## config.mk

```make
export PLATFORM = sky130hd
export DESIGN_NAME = operand_fetch_ctrl
export DESIGN_NICKNAME = d
export VERILOG_FILES = /design/src/rtl/operand_fetch_ctrl.sv
export SDC_FILE = /design/constraint.sdc
export NUM_CORES = 1
export LEC_CHECK = 0
export BUFFER_PORTS_ARGS = -buffer_cell sky130_fd_sc_hd__buf_2
export CORE_AREA = 2 2 72 74
export CTS_BUF_LIST = sky130_fd_sc_hd__clkbuf_4
export DETAILED_ROUTE_END_ITERATION = 7
export DIE_AREA = 0 0 74 76
export PLACE_DENSITY = 0.75
export SKIP_CTS_REPAIR_TIMING = 1
export SLEW_MARGIN = 25
export SYNTH_ARGS = -nofsm -noshare
export SYNTH_HDL_FRONTEND = slang
export SYNTH_SLANG_ARGS = --single-unit
```

## constraint.sdc

```tcl
create_clock -name clk -period 1.3 [get_ports clk]
set_input_delay 0.13 -clock clk [delete_from_list [all_inputs] [get_ports clk]]
set_output_delay 0.13 -clock clk [all_outputs]
set_load 0.01 [all_outputs]
```

## src/rtl/operand_fetch_ctrl.sv

```systemverilog
// Operand fetch sequencer for a single-port 16x16 register file with a 1-cycle registered read.
// Serialises one or two source reads, presents operands via valid/ready and arbitrates writebacks.
module operand_fetch_ctrl #(
  parameter int DATA_WIDTH = 16,
  parameter int ADDR_WIDTH = 4
) (
  input  logic                  clk,
  input  logic                  rst,
  input  logic                  req_valid,
  output logic                  req_ready,
  input  logic [ADDR_WIDTH-1:0] req_src_a,
  input  logic [ADDR_WIDTH-1:0] req_src_b,
  input  logic                  req_two_op,
  output logic                  out_valid,
  input  logic                  out_ready,
  output logic [DATA_WIDTH-1:0] op_a,
  output logic [DATA_WIDTH-1:0] op_b,
  input  logic                  wb_valid,
  output logic                  wb_ready,
  input  logic [ADDR_WIDTH-1:0] wb_id,
  input  logic [DATA_WIDTH-1:0] wb_data,
  output logic                  rf_rd,
  output logic                  rf_wn,
  output logic [ADDR_WIDTH-1:0] rf_reg_id,
  output logic [DATA_WIDTH-1:0] rf_write_data,
  input  logic [DATA_WIDTH-1:0] rf_read_data
);

  typedef enum logic [2:0] {
    S_IDLE  = 3'd0,
    S_RD_A  = 3'd1,
    S_RD_B  = 3'd2,
    S_CAP_A = 3'd3,
    S_CAP_B = 3'd4,
    S_OUT   = 3'd5
  } state_t;

  state_t                r_state;
  state_t                w_next;
  logic                  w_accept;
  logic [ADDR_WIDTH-1:0] r_src_a;
  logic [ADDR_WIDTH-1:0] r_src_b;
  logic                  r_two_op;
  logic [DATA_WIDTH-1:0] r_op_a;
  logic [DATA_WIDTH-1:0] r_op_b;

  assign op_a = r_op_a;
  assign op_b = r_op_b;

  always_comb begin
    w_next        = r_state;
    w_accept      = 1'b0;
    req_ready     = 1'b0;
    wb_ready      = 1'b0;
    out_valid     = 1'b0;
    rf_rd         = 1'b0;
    rf_wn         = 1'b0;
    rf_reg_id     = '0;
    rf_write_data = '0;
    unique case (r_state)
      S_IDLE: begin
        wb_ready = 1'b1;
        if (wb_valid) begin
          rf_wn         = 1'b1;
          rf_reg_id     = wb_id;
          rf_write_data = wb_data;
        end else begin
          req_ready = 1'b1;
          if (req_valid) begin
            w_accept = 1'b1;
            w_next   = S_RD_A;
          end
        end
      end
      S_RD_A: begin
        rf_rd     = 1'b1;
        rf_reg_id = r_src_a;
        w_next    = r_two_op ? S_RD_B : S_CAP_A;
      end
      S_RD_B: begin
        rf_rd     = 1'b1;
        rf_reg_id = r_src_b;
        w_next    = S_CAP_B;
      end
      S_CAP_A: w_next = S_OUT;
      S_CAP_B: w_next = S_OUT;
      S_OUT: begin
        out_valid = 1'b1;
        if (out_ready) w_next = S_IDLE;
      end
      default: w_next = S_IDLE;
    endcase
    // Reset cycle: no strobes or handshakes toward either side of the port.
    if (rst) begin
      w_accept      = 1'b0;
      req_ready     = 1'b0;
      wb_ready      = 1'b0;
      out_valid     = 1'b0;
      rf_rd         = 1'b0;
      rf_wn         = 1'b0;
      rf_reg_id     = '0;
      rf_write_data = '0;
    end
  end

  always_ff @(posedge clk) begin
    if (rst) begin
      r_state  <= S_IDLE;
      r_src_a  <= '0;
      r_src_b  <= '0;
      r_two_op <= 1'b0;
      r_op_a   <= '0;
      r_op_b   <= '0;
    end else begin
      r_state <= w_next;
      if (w_accept) begin
        r_src_a  <= req_src_a;
        r_src_b  <= req_src_b;
        r_two_op <= req_two_op;
      end
      // read_data lags the rd strobe by one edge, so each capture trails its read state.
      unique case (r_state)
        S_RD_B: r_op_a <= rf_read_data;
        S_CAP_A: begin
          r_op_a <= rf_read_data;
          r_op_b <= '0;
        end
        S_CAP_B: r_op_b <= rf_read_data;
        default: ;
      endcase
    end
  end

endmodule

```

# == Word-level counts from Yosys, hierarchy flattened ==
# Index checks and enable logic that the tools add are counted.
# totals
register_bits,44
in_bits,50
out_inout_bits,57
# classes
n_mux,28
eq_ne,8
reduce_logical,6
# op_table
op,n
$mux W16,3
$pmux W16 S2,1
$mux W1,17
$pmux W3 S5,1
$pmux W4 S3,1
$mux W3,3
$mux W4,2
$eq A3 B2 Y1 const B,2
$eq A3 B3 Y1 const B,2
$ne A2 B2 Y1 const B,3
$reduce_or A2 Y1,3
$eq A3 B1 Y1 const B,1
$logic_not A3 Y1,1
$reduce_and A3 Y1,1
$reduce_bool A2 Y1,1

# == Longest topological paths before layout ==
# logic_depth
depth_word,4
mapped_depth,6

# == Least setup slack after synthesis ==
# No wires, ideal clock.
# synth_timing
path_kind,reg-to-output
start,register r_state[2]
end,output req_ready
path_slack_ns,-0.121
required_ns,1.170
n_path_buf,3
stages_incl_launch_ff,6
arrival_ns,1.291
cell_sequence,dfxtp_1 buf_6 nor4_4 buf_6 buf_2 nor2b_1
# synth_via
elab_chain_cells,3
# synth_lines
item,line,rtl
"start, declared",38,state_t r_state;
"start signal, assigned",115,r_state <= w_next;
$logic_not A3 Y1,60,unique case (r_state)
$mux W1,60,
$mux W1,94,if (rst) begin
"end, declared",10,"output logic req_ready,"
# No other way between the ends.

# == Worst setup path after layout ==
# layout_timing
start,register r_state[1]
end,output rf_reg_id[3]
# layout_via
elab_chain_cells,3
elab_cells_between_ends,5
cone_classes,eq/ne: 2; mux: 2; reduce/logical: 1
# layout_lines
item,line,rtl
$eq A3 B2 Y1 (tied with other cells),60,
$pmux W4 S3 (*),60,
$mux W4 (*),94,
"end, declared",24,"output logic [ADDR_WIDTH-1:0] rf_reg_id,"
# Every way passes the cells marked *; elsewhere a longest branch is shown, timed or not.

==> summary.txt <==
Status
  • Outcome: finished, violations left
  • Failing checks: negative setup slack

Clock network
  • Total CTS buffers: 5
  • Clock insertion delay at the later pin of the skew report: between 0.3 and 0.4 ns
  • H-Tree Depth: 2
  • Clk root buf: clkbuf_4
  • Clock tree buffer depth: 2
  • TritonCTS clock tree: done
  • Clock slew at reported path FFs: roughly 0.14 ns
  • Clock sink count: 44

Timing
  • Slew HR: 73.2%
  • Worst setup margin: -0.403 ns
  • Fin crit share: 131%
  • Clock skew: ~0.0097 ns
  • Setup TNS: -9.53 ns
  • Tightest Pin Transition: 0.401 ns
  • Post-route minimum period: roughly 1.7 ns
  • Final setup fails: 35
  • Highest clock rate: between 500 and 600 MHz
  • Hold Fails Final Rpt: 0
  • Fin. max-slew vios: 0
  • RSZ-0062 raised after global routing: yes
  • Worst hold slack: approximately 0.040 ns

Place
  • Pre-CTS setup slack: -0.0892 ns
  • Port Buffer Count: between 100 and 150
  • Gpl congestion: between 0.7 and 0.8
  • DP Area: ~0.0026 sq mm
  • HPWL after DPL: roughly 3500 microns

Finish
  • Seq. cell area: 885 sq um
  • Footprint of the multi-input gates: between 0.001 and 0.0015 sq mm
  • Layout cell share with drive strength beyond 1: between 40% and 50%
  • FILL cells: just over 400
  • Antenna Cells: 0
  • Most frequent cells in the layout: buf_2, dfxtp_1, nand2_1
  • Most common cell after layout, fill and taps aside: buf_2
  • Cell area after layout: 0.00308 sq mm
  • Area Growth Syn to Fin: 62.4%
  • Nets: around 390

GRT
  • Total GRT Usage: between 10% and 20%
  • Initial antenna violation count: 0
  • First-pass GRT wire length: ~7500 microns
  • Pin count of the biggest net entering global routing: 21
  • Final global-route overflow total: 0
  • Vias in the first global route: 1651

Setup path
  • CP Data Required Time: about 1.2 ns
  • Arrival time at the worst endpoint: 1.57 ns
  • Max FO, Critical Path: 6
  • Buffer and inverter count on the worst path: 2
  • Critical path class: reg -> out
  • CP max stage delay: about 0.37 ns
  • Crit end category: primary output
  • Top delay family on crit path: simple AND/OR/NAND/NOR gates
  • Crit-path cells: nor4_4 -> buf_6 -> and2_4 -> o2bb2ai_1 -> buf_2
  • Slowest CP cell: dfxtp_2
  • Kind of start point of the critical path: flip-flop

Power and ir drop
  • Leak pwr: between 0.0015 and 0.002 uW
  • Design Power: around 3300 uW
  • Worst vdd ir: 0.583 mV
  • PwrDens: about 1100 mW/mm^2

Floorplan
  • Die outline area: 0.00562 sq mm
  • Initial core utilization: between 30% and 40%
  • Row count: 26
  • I/O Pins: ~110
  • Core area: about 0.0049 sq mm
  • Die width: about 74 microns
  • Die height: around 76 microns

Logic synthesis
  • Syn Std Cell Area: between 0.0015 and 0.002 sq mm
  • Synthesized area per cell: a little under 10 sq um
  • Post-synthesis cell count: around 200
  • Synth top area cells: dfxtp_1, a22o_1, mux2_4
  • Cell taking the most area after synthesis: dfxtp_1
  • Seq cells post-synth: 44
  • Yosys top cell area share: 46.4%
  • Post-synthesis sequential area ratio: 46.4%
  • Ys Warns: 0
  • Cell variety after synth: 29
  • Synthesized Nets: around 250

Route
  • Routed len/inst: roughly 13 microns
  • Vias: 1944
  • DR DRC count: 0
  • TritonRoute pass-1 iters: 4
  • Routed Antenna Nets: 0
  • Routed wire length: 5490 microns
  • DRT iter0 DRCs: roughly 120
  • Via density: between 4 and 5

Run
  • Number of max-cap violations: 0

Worst hold path
  • Hold Path Class: in -> reg
[through the flow]
step	cells	util [%]
after floorplan	195	-
after global placement	369	52.1
after detailed placement	369	52.1
after CTS	377	53.8
after global routing	407	62.7
final	407	62.7
[cells in the mapped netlist, drive strengths merged]
| library cell | instances |
|---|---|
| mux2 | 9 |
| buf | 11 |
| a22oi | 4 |
| a211oi | 1 |
| a21oi | 17 |
| nor2 | 3 |
| a22o | 16 |
| nor2b | 13 |
| and2 | 1 |
| clkbuf | 5 |
| or2 | 2 |
| nand2b | 5 |
| dfxtp | 44 |
| and3 | 16 |
| nand2 | 34 |
| and2b | 1 |
| a21o | 3 |
| nor4 | 2 |
| o2bb2ai | 5 |
| o21a | 1 |
| nor3 | 2 |
[power by group]
group          internal (uW)  total, uW  switching [uW]
Clock                    411        887             476
Combinational            488        906             419
Sequential              1440       1490            57.9
Total                   2340       3290             952
[final timing paths]
kind / from / to / slack, ns / cells past startpoint
min: out_ready / r_state[2] / 0.04 / 3
max reg2reg: r_state[1] / r_src_a[3] / -0.12 / 5
min reg2reg: op_a[8] / op_a[8] / 0.46 / 2
max: r_state[1] / rf_reg_id[3] / -0.40 / 5
[state kept, by name (all words and copies together), names as in the netlist]
| register | flops |
|---|---|
| op_a | 16 |
| op_b | 16 |
| r_src_a | 4 |
| r_src_b | 4 |
| r_state | 3 |
| r_two_op | 1 |
[metal layers]
layer / share of wire (%) / track usage [%]
met1: 44 / 21.6
met2: 49 / 26.7
met3: 5.3 / 4.76
met4: 1.5 / 4.91
met5: 0 / 0
[worst register-to-register path, cell delays in order (launching register included)]
cell     delay (ns)
dfxtp_2        0.37
nor4_4         0.26
buf_6          0.16
buf_4          0.14
nand2_8        0.09
mux2_4         0.31
[cell families (layout without fill, tap and decap cells)]
group	count (synthesis)	count (layout)	share of synthesized area [%]
DFF	44	44	46.4
buffers and inverters	16	157	4.61
muxes	9	9	7.12
and+or+nand+nor	79	79	23.8
AOI/OAI and AO/OA	47	48	18.1
[layout make-up]
cell class	instances	area share (%)
clock inverter	3	1.50
sequential	44	28.7
clock buffer	5	1.22
tap	70	2.84
timing repair buffer	149	32.6
multi-input combinational	136	33.1
(Power assumes the default switching activity.)
